===== src/rtl/pipe_pkg.sv =====
// Shared definitions for the pipeline controller: FSM state encoding and
// default geometry constants.
package pipe_pkg;

   typedef enum logic [1:0] {
      RUN    = 2'd0,
      DRAIN  = 2'd1,
      HALTED = 2'd2
   } pipe_state_e;

   localparam int PIPE_STAGES  = 4;
   localparam int PIPE_MEM_IDX = PIPE_STAGES - 2;
   localparam int PIPE_RA_W    = 4;
   localparam int PIPE_CNT_W   = 16;

endpackage


===== src/rtl/pipe_ctrl_chk.sv =====
// Simulation checks for pipe_ctrl: a taken redirect must resolve before the memory stage.
module pipe_ctrl_chk #(
   parameter int STAGES  = 4,
   parameter int MEM_IDX = STAGES - 2
) (
   input logic                      clk,
   input logic                      rst_n,
   input logic                      redirect,
   input logic                      d_stall,
   input logic                      halted,
   input logic [$clog2(STAGES)-1:0] redirect_stage
);

   a_redirect_stage_legal: assert property (
      @(posedge clk) disable iff (!rst_n)
      (redirect && !d_stall && !halted) |-> (int'(redirect_stage) < MEM_IDX)
   );

endmodule


===== src/rtl/pipe_ctrl_sat_counter.sv =====
// Saturating up-counter with synchronous clear; holds at all-ones.
module sat_counter #(
   parameter int W = 16
) (
   input  logic         clk,
   input  logic         rst_n,
   input  logic         inc,
   input  logic         clr,
   output logic [W-1:0] cnt
);

   localparam logic [W-1:0] CNT_MAX = {W{1'b1}};
   localparam logic [W-1:0] CNT_ONE = {{(W-1){1'b0}}, 1'b1};

   logic [W-1:0] cnt_q;
   logic [W-1:0] cnt_d;

   // next count: clear wins, increment stops at the ceiling
   always_comb begin
      cnt_d = cnt_q;
      if (clr) begin
         cnt_d = {W{1'b0}};
      end else if (inc && (cnt_q != CNT_MAX)) begin
         cnt_d = cnt_q + CNT_ONE;
      end else begin
         cnt_d = cnt_q;
      end
   end

   // count register
   always_ff @(posedge clk or negedge rst_n) begin
      if (!rst_n) begin
         cnt_q <= {W{1'b0}};
      end else begin
         cnt_q <= cnt_d;
      end
   end

   assign cnt = cnt_q;

endmodule


===== src/rtl/pipe_ctrl.sv =====
// In-order pipeline hazard controller: stall/bubble/redirect arbitration,
// per-register valid and halt tracking, halt drain FSM and stall counter.
module pipe_ctrl import pipe_pkg::*; #(
   parameter int STAGES  = PIPE_STAGES,
   parameter int MEM_IDX = STAGES - 2,
   parameter int RA_W    = PIPE_RA_W,
   parameter int CNT_W   = PIPE_CNT_W
) (
   input  logic                      clk,
   input  logic                      rst_n,
   input  logic                      i_rdy,
   input  logic                      d_req,
   input  logic                      d_rdy,
   input  logic [RA_W-1:0]           id_src0,
   input  logic [RA_W-1:0]           id_src1,
   input  logic [1:0]                id_src_vld,
   input  logic                      ex_is_load,
   input  logic [RA_W-1:0]           ex_dst,
   input  logic                      redirect,
   input  logic [$clog2(STAGES)-1:0] redirect_stage,
   input  logic                      hlt_id,
   output logic                      pc_stall,
   output logic                      pc_redirect,
   output logic [STAGES-1:0]         stall,
   output logic [STAGES-1:0]         bubble,
   output logic [STAGES-1:0]         valid,
   output logic                      hlt,
   output logic [1:0]                state,
   output logic [CNT_W-1:0]          stall_cnt
);

   pipe_state_e       state_q;
   logic              hlt_q;
   logic [STAGES-1:0] valid_q, valid_d;
   logic [STAGES-1:0] tag_q, tag_d;
   logic              d_stall, lu_stall, i_stall, src_hit, cnt_inc;

   assign d_stall  = d_req & ~d_rdy;
   assign src_hit  = (id_src_vld[0] & (id_src0 == ex_dst)) |
                     (id_src_vld[1] & (id_src1 == ex_dst));
   assign lu_stall = ex_is_load & valid_q[1] & src_hit;
   assign i_stall  = ~i_rdy;

   // hazard arbitration: d_stall > redirect > load-use > fetch miss; DRAIN overlays fetch suppression
   always_comb begin
      pc_stall    = 1'b0;
      pc_redirect = 1'b0;
      stall       = {STAGES{1'b0}};
      bubble      = {STAGES{1'b0}};
      if (state_q == HALTED) begin
         stall    = {STAGES{1'b1}};
         pc_stall = 1'b1;
      end else begin
         if (d_stall) begin
            for (int k = 0; k <= MEM_IDX; k++) stall[k] = 1'b1;
            bubble[MEM_IDX+1] = 1'b1;
            pc_stall          = 1'b1;
         end else if (redirect) begin
            pc_redirect = 1'b1;
            for (int k = 0; k < STAGES; k++) bubble[k] = (k <= int'(redirect_stage));
         end else if (lu_stall) begin
            pc_stall  = 1'b1;
            stall[0]  = 1'b1;
            bubble[1] = 1'b1;
         end else if (i_stall) begin
            pc_stall  = 1'b1;
            bubble[0] = 1'b1;
         end else begin
            pc_stall = 1'b0;
         end
         pc_stall  = pc_stall  | (state_q == DRAIN);
         bubble[0] = bubble[0] | (state_q == DRAIN);
      end
   end

   // valid and halt tags advance together: hold on stall, clear on bubble, else shift in
   always_comb begin
      valid_d = (valid_q & stall) |
                ({valid_q[STAGES-2:0], 1'b1} & ~stall & ~bubble);
      tag_d   = (tag_q & stall) |
                ({tag_q[STAGES-2:0], hlt_id} & ~stall & ~bubble);
   end

   // halt FSM with registered pipeline occupancy and halt flag
   always_ff @(posedge clk or negedge rst_n) begin
      if (!rst_n) begin
         state_q <= RUN;
         hlt_q   <= 1'b0;
         valid_q <= {STAGES{1'b0}};
         tag_q   <= {STAGES{1'b0}};
      end else begin
         valid_q <= valid_d;
         tag_q   <= tag_d;
         case (state_q)
            RUN: begin
               if (hlt_id && valid_q[0] && !bubble[1] && !stall[0]) state_q <= DRAIN;
            end
            DRAIN: begin
               if (tag_d[STAGES-1] && valid_d[STAGES-1]) begin
                  state_q <= HALTED;
                  hlt_q   <= 1'b1;
               end else if (tag_d == {STAGES{1'b0}}) begin
                  state_q <= RUN;
               end
            end
            HALTED:  state_q <= HALTED;
            default: state_q <= RUN;
         endcase
      end
   end

   assign cnt_inc = (state_q == RUN) & pc_stall & ~pc_redirect;

   sat_counter #(.W(CNT_W)) u_stall_cnt (
      .clk   (clk),
      .rst_n (rst_n),
      .inc   (cnt_inc),
      .clr   (1'b0),
      .cnt   (stall_cnt)
   );

   pipe_ctrl_chk #(.STAGES(STAGES), .MEM_IDX(MEM_IDX)) u_chk (
      .clk            (clk),
      .rst_n          (rst_n),
      .redirect       (redirect),
      .d_stall        (d_stall),
      .halted         (state_q == HALTED),
      .redirect_stage (redirect_stage)
   );

   assign valid = valid_q;
   assign hlt   = hlt_q;
   assign state = state_q;

endmodule


===== config.mk =====
export PLATFORM = sky130hd
export DESIGN_NAME = pipe_ctrl
export DESIGN_NICKNAME = d
export VERILOG_FILES = /design/src/rtl/pipe_pkg.sv /design/src/rtl/pipe_ctrl_chk.sv /design/src/rtl/pipe_ctrl_sat_counter.sv /design/src/rtl/pipe_ctrl.sv
export SDC_FILE = /design/constraint.sdc
export NUM_CORES = 1
export LEC_CHECK = 0
export CAP_MARGIN = 20
export CORE_ASPECT_RATIO = 0.6
export CORE_MARGIN = 2
export CORE_UTILIZATION = 42
export CTS_BUF_LIST = sky130_fd_sc_hd__clkbuf_4
export DETAILED_ROUTE_END_ITERATION = 10
export PLACE_DENSITY = 0.78
export SETUP_SLACK_MARGIN = 0.3
export SYNTH_ARGS = -nofsm -noshare
export SYNTH_HDL_FRONTEND = slang
export SYNTH_SLANG_ARGS = --single-unit

===== constraint.sdc =====
create_clock -name clk -period 1.6 [get_ports clk]
set_input_delay 0.32 -clock clk [delete_from_list [all_inputs] [get_ports clk]]
set_output_delay 0.32 -clock clk [all_outputs]
set_load 0.01 [all_outputs]

==> results.json, run 1 <==
{
  "fin_skew_ns": 0.00329,
  "synthFlopType": "dfrtp_1",
  "top_layer": "met4",
  "die_h_um": 52.7,
  "status": "complete, but fails checks",
  "ant_nets": 0,
  "p_total_w": 0.00116,
  "die-width_um": 85.1,
  "worstRegToRegCells": 9,
  "hpwl_um": 3820,
  "gp_congestion": 0.939,
  "fin_crit_sh": 1.29,
  "setup_violations": 33,
  "drtIter0Drc": 296,
  "final_hold_viol_count": 0,
  "peakVddDrop_v": 0.000553,
  "ys_seq_area_frac": 0.408,
  "hold_slack_ns": 0.336,
  "met2_length_um": 3680,
  "cpMaxStageDelayCell": "dfrtp_1",
  "worst-path-buf-inv": 2,
  "cp_top_family": "flip-flops",
  "netlist_area_sq_um": 1660,
  "drv_cap": 0,
  "drive_gt1_frac": 0.587,
  "syn_area_per_cell_sq_um": 10.4,
  "fin_crit_ns": 2.06,
  "dr.pass1.iters": 5,
  "synth-seq-cells": 27,
  "synthToLayoutAreaGrowth_pct": 104,
  "clkSinkCount": 27,
  "violations": "negative setup slack",
  "core.rowCount": 17,
  "port_buffers": 56,
  "io_pins": 57,
  "cts_buffer_depth": 2,
  "path_class": "reg2out",
  "synth-adder-area-share": 0.00755,
  "antenna_cells": 0,
  "viasPerCell": 6.12,
  "route.met3.wl_um": 959,
  "core_sq_um": 3720,
  "clkSlewWorstSetupHoldPaths_ns": 0.16,
  "setup_slack_ns": -0.463,
  "p_clk_frac": 0.291,
  "muxShareOfSynthArea": 0.0219,
  "relSlewSlack": 0.679,
  "clock_latency_ns": 0.36,
  "ys_async_sr_fraction": 1.00,
  "syn-num-nets": 185,
  "maxClockFrequency_mhz": 485,
  "wl_per_cell_um": 24.1,
  "cts_made_buffers": 3,
  "min_path_type": "in2async",
  "dieArea_sq_um": 4480,
  "grt_max_degree": 28,
  "critPathMaxFanout": 4,
  "synth_top_family_by_area": "simple AND/OR/NAND/NOR gates",
  "crit_cells": 7,
  "syn_inst": 160,
  "intPower_w": 0.000846,
  "switchingPower_w": 0.000309,
  "ys.warnings.count": 0,
  "root_buffer": "clkbuf_4",
  "tritoncts": "yes",
  "vias": 2122,
  "synth_edf_count": 0,
  "worst_setup_path_start_kind": "flip-flop",
  "synthSimpleGateAreaFrac": 0.205,
  "m1WireLength_um": 3200,
  "grt_pass1_wl_um": 10900,
  "power_leakage_nw": 1.56,
  "p_seq_frac": 0.591,
  "required_ns": 1.28,
  "pre_cts_slack_ns": -0.864,
  "nets": 326,
  "end_kind": "output port",
  "antenna_found_initial": 0,
  "tightest_slew_ns": 0.481,
  "fill_cells": 137,
  "synth_cell_types": 41,
  "track_usage": 0.326,
  "overflow": 0,
  "grt_pass1_vias": 2017,
  "tns_ns": -8.54,
  "route.detailed.drc": 0,
  "combPwrFrac": 0.118,
  "synth-compound-area-share": 0.177,
  "p_per_area_nw_per_um2": 342,
  "switching_share": 0.268,
  "arrival_ns": 1.74,
  "synthXorXnorAreaFrac": 0.122,
  "start_util": 0.445,
  "routed_wl_um": 8370,
  "path_cells": "and3b_2, nand4_1, o22a_1, buf_12, nand2_8, o21bai_4, buf_6",
  "final_max_slew_viol_count": 0,
  "rsz0062_at_grt": "yes",
  "cts_max_level": 1,
  "critical_path.max_stage_delay_ns": 0.42
}
layer usage:
layer  up-vias  global-route usage
met5         -                   0
met4         0               0.119
met3        68              0.0724
met2       202               0.534
met1      1003               0.428
li1        849                   -
logic make-up after synthesis:
kind of cell | Yosys count
xor gates and xnor gates | 23
DFF | 27
AOI/OAI and AO/OA | 30
muxes | 3
buffers and inverters | 14
and+or+nand+nor | 62
adders and majority gates | 1
cell type report:
type	count	area, sq um	area share
timing repair buffer	142	1380	0.408
tap	47	58.8	0.0174
multi-input combinational	120	1200	0.356
clock inverter	1	5.00	0.00148
sequential	27	677	0.201
clock buffer	3	22.5	0.00667
inverter	7	33.8	0.0100
state kept, by name, indices dropped and copies added (netlist names), named ones only:
| register | cells |
|---|---|
| state | 2 |
| u_stall_cnt.cnt | 16 |
| tag_q | 4 |
| valid | 3 |
| hlt | 1 |
path summary, 6_finish.rpt:
kind                               start                 end  slack (ns)
worst min-delay path               rst_n  u_stall_cnt.cnt[7]        0.34
worst max-delay path            valid[1]           bubble[0]       -0.46
worst min register to register       hlt                 hlt        0.51
max in group asynchronous          rst_n            state[1]        0.98
worst max register to register  valid[1]  u_stall_cnt.cnt[5]       -0.44
min in group clk                     hlt                 hlt        0.51
worst register-to-register path: stages, from the launching register on:
cell,delay (ns)
dfrtp_1,0.39
and3b_2,0.21
nand4_1,0.10
o22a_1,0.25
buf_12,0.16
buf_6,0.13
buf_12,0.15
buf_4,0.14
a211oi_2,0.23
xor2_1,0.22
cell usage after synthesis, types with 5 or more instances:
cell	count	area [sq um]
a211oi_2	8	100
buf_6	5	56.3
xnor2_1	9	78.8
nand3_1	12	60.1
a2111oi_2	5	75.1
nand2_1	23	86.3
inv_1	6	22.5
nand4_1	5	31.3
xor2_1	14	123
dfrtp_1	27	676
cell usage in the layout (no fill, tap or decap), types with 7 or more instances in the layout:
cell	Yosys	layout
buf_6	5	64
buf_4	1	44
dfrtp_1	27	26
nand2_1	23	18
dlygate4sd2_1	0	15
xor2_1	14	14
nand3_1	12	9
xnor2_1	9	8
clkdlybuf4s50_1	0	8
buf_2	1	7
stage by stage:
| step | instance area [sq um] | instances | utilization |
|---|---|---|---|
| 2_1_floorplan | 1790 | 160 | - |
| 3_3_place_gp | 2660 | 300 | 0.714 |
| 3_5_place_dp | 2660 | 300 | 0.714 |
| 4_1_cts | 3160 | 336 | 0.848 |
| 5_1_grt | 3380 | 347 | 0.907 |
| 6_report | 3380 | 347 | 0.907 |
power by group through the flow:
stage                     registers, W  clock network, W   logic, W
final                         0.000683          0.000336   0.000137
after global routing          0.000683          0.000358   0.000145
after detailed placement      0.000695                 0   0.000132
after floorplan               0.000696                 0  0.0000339
after CTS                     0.000683          0.000315   0.000127
after global placement        0.000695                 0   0.000127
timing repair:
action / in CTS / in global routing
gates resized for setup: 223 / 28
pin swaps: 32 / 16
hold buffers: 0 / 0
buffers inserted: 31 / 10
setup endpoints to repair: 56 / 56
cloned: 1 / 1
No activity file was read; power rests on OpenSTA's default activity.
==> run 2: changes to the inputs <==
--- a/config.mk
+++ b/config.mk
@@ -11,6 +11,7 @@
 export CORE_UTILIZATION = 42
 export CTS_BUF_LIST = sky130_fd_sc_hd__clkbuf_4
 export DETAILED_ROUTE_END_ITERATION = 10
+export HOLD_SLACK_MARGIN = 0.08
 export PLACE_DENSITY = 0.78
 export SETUP_SLACK_MARGIN = 0.3
 export SYNTH_ARGS = -nofsm -noshare
==> results of run 2 <==
Final layout, timing and power as in run 1 (identical DEF).
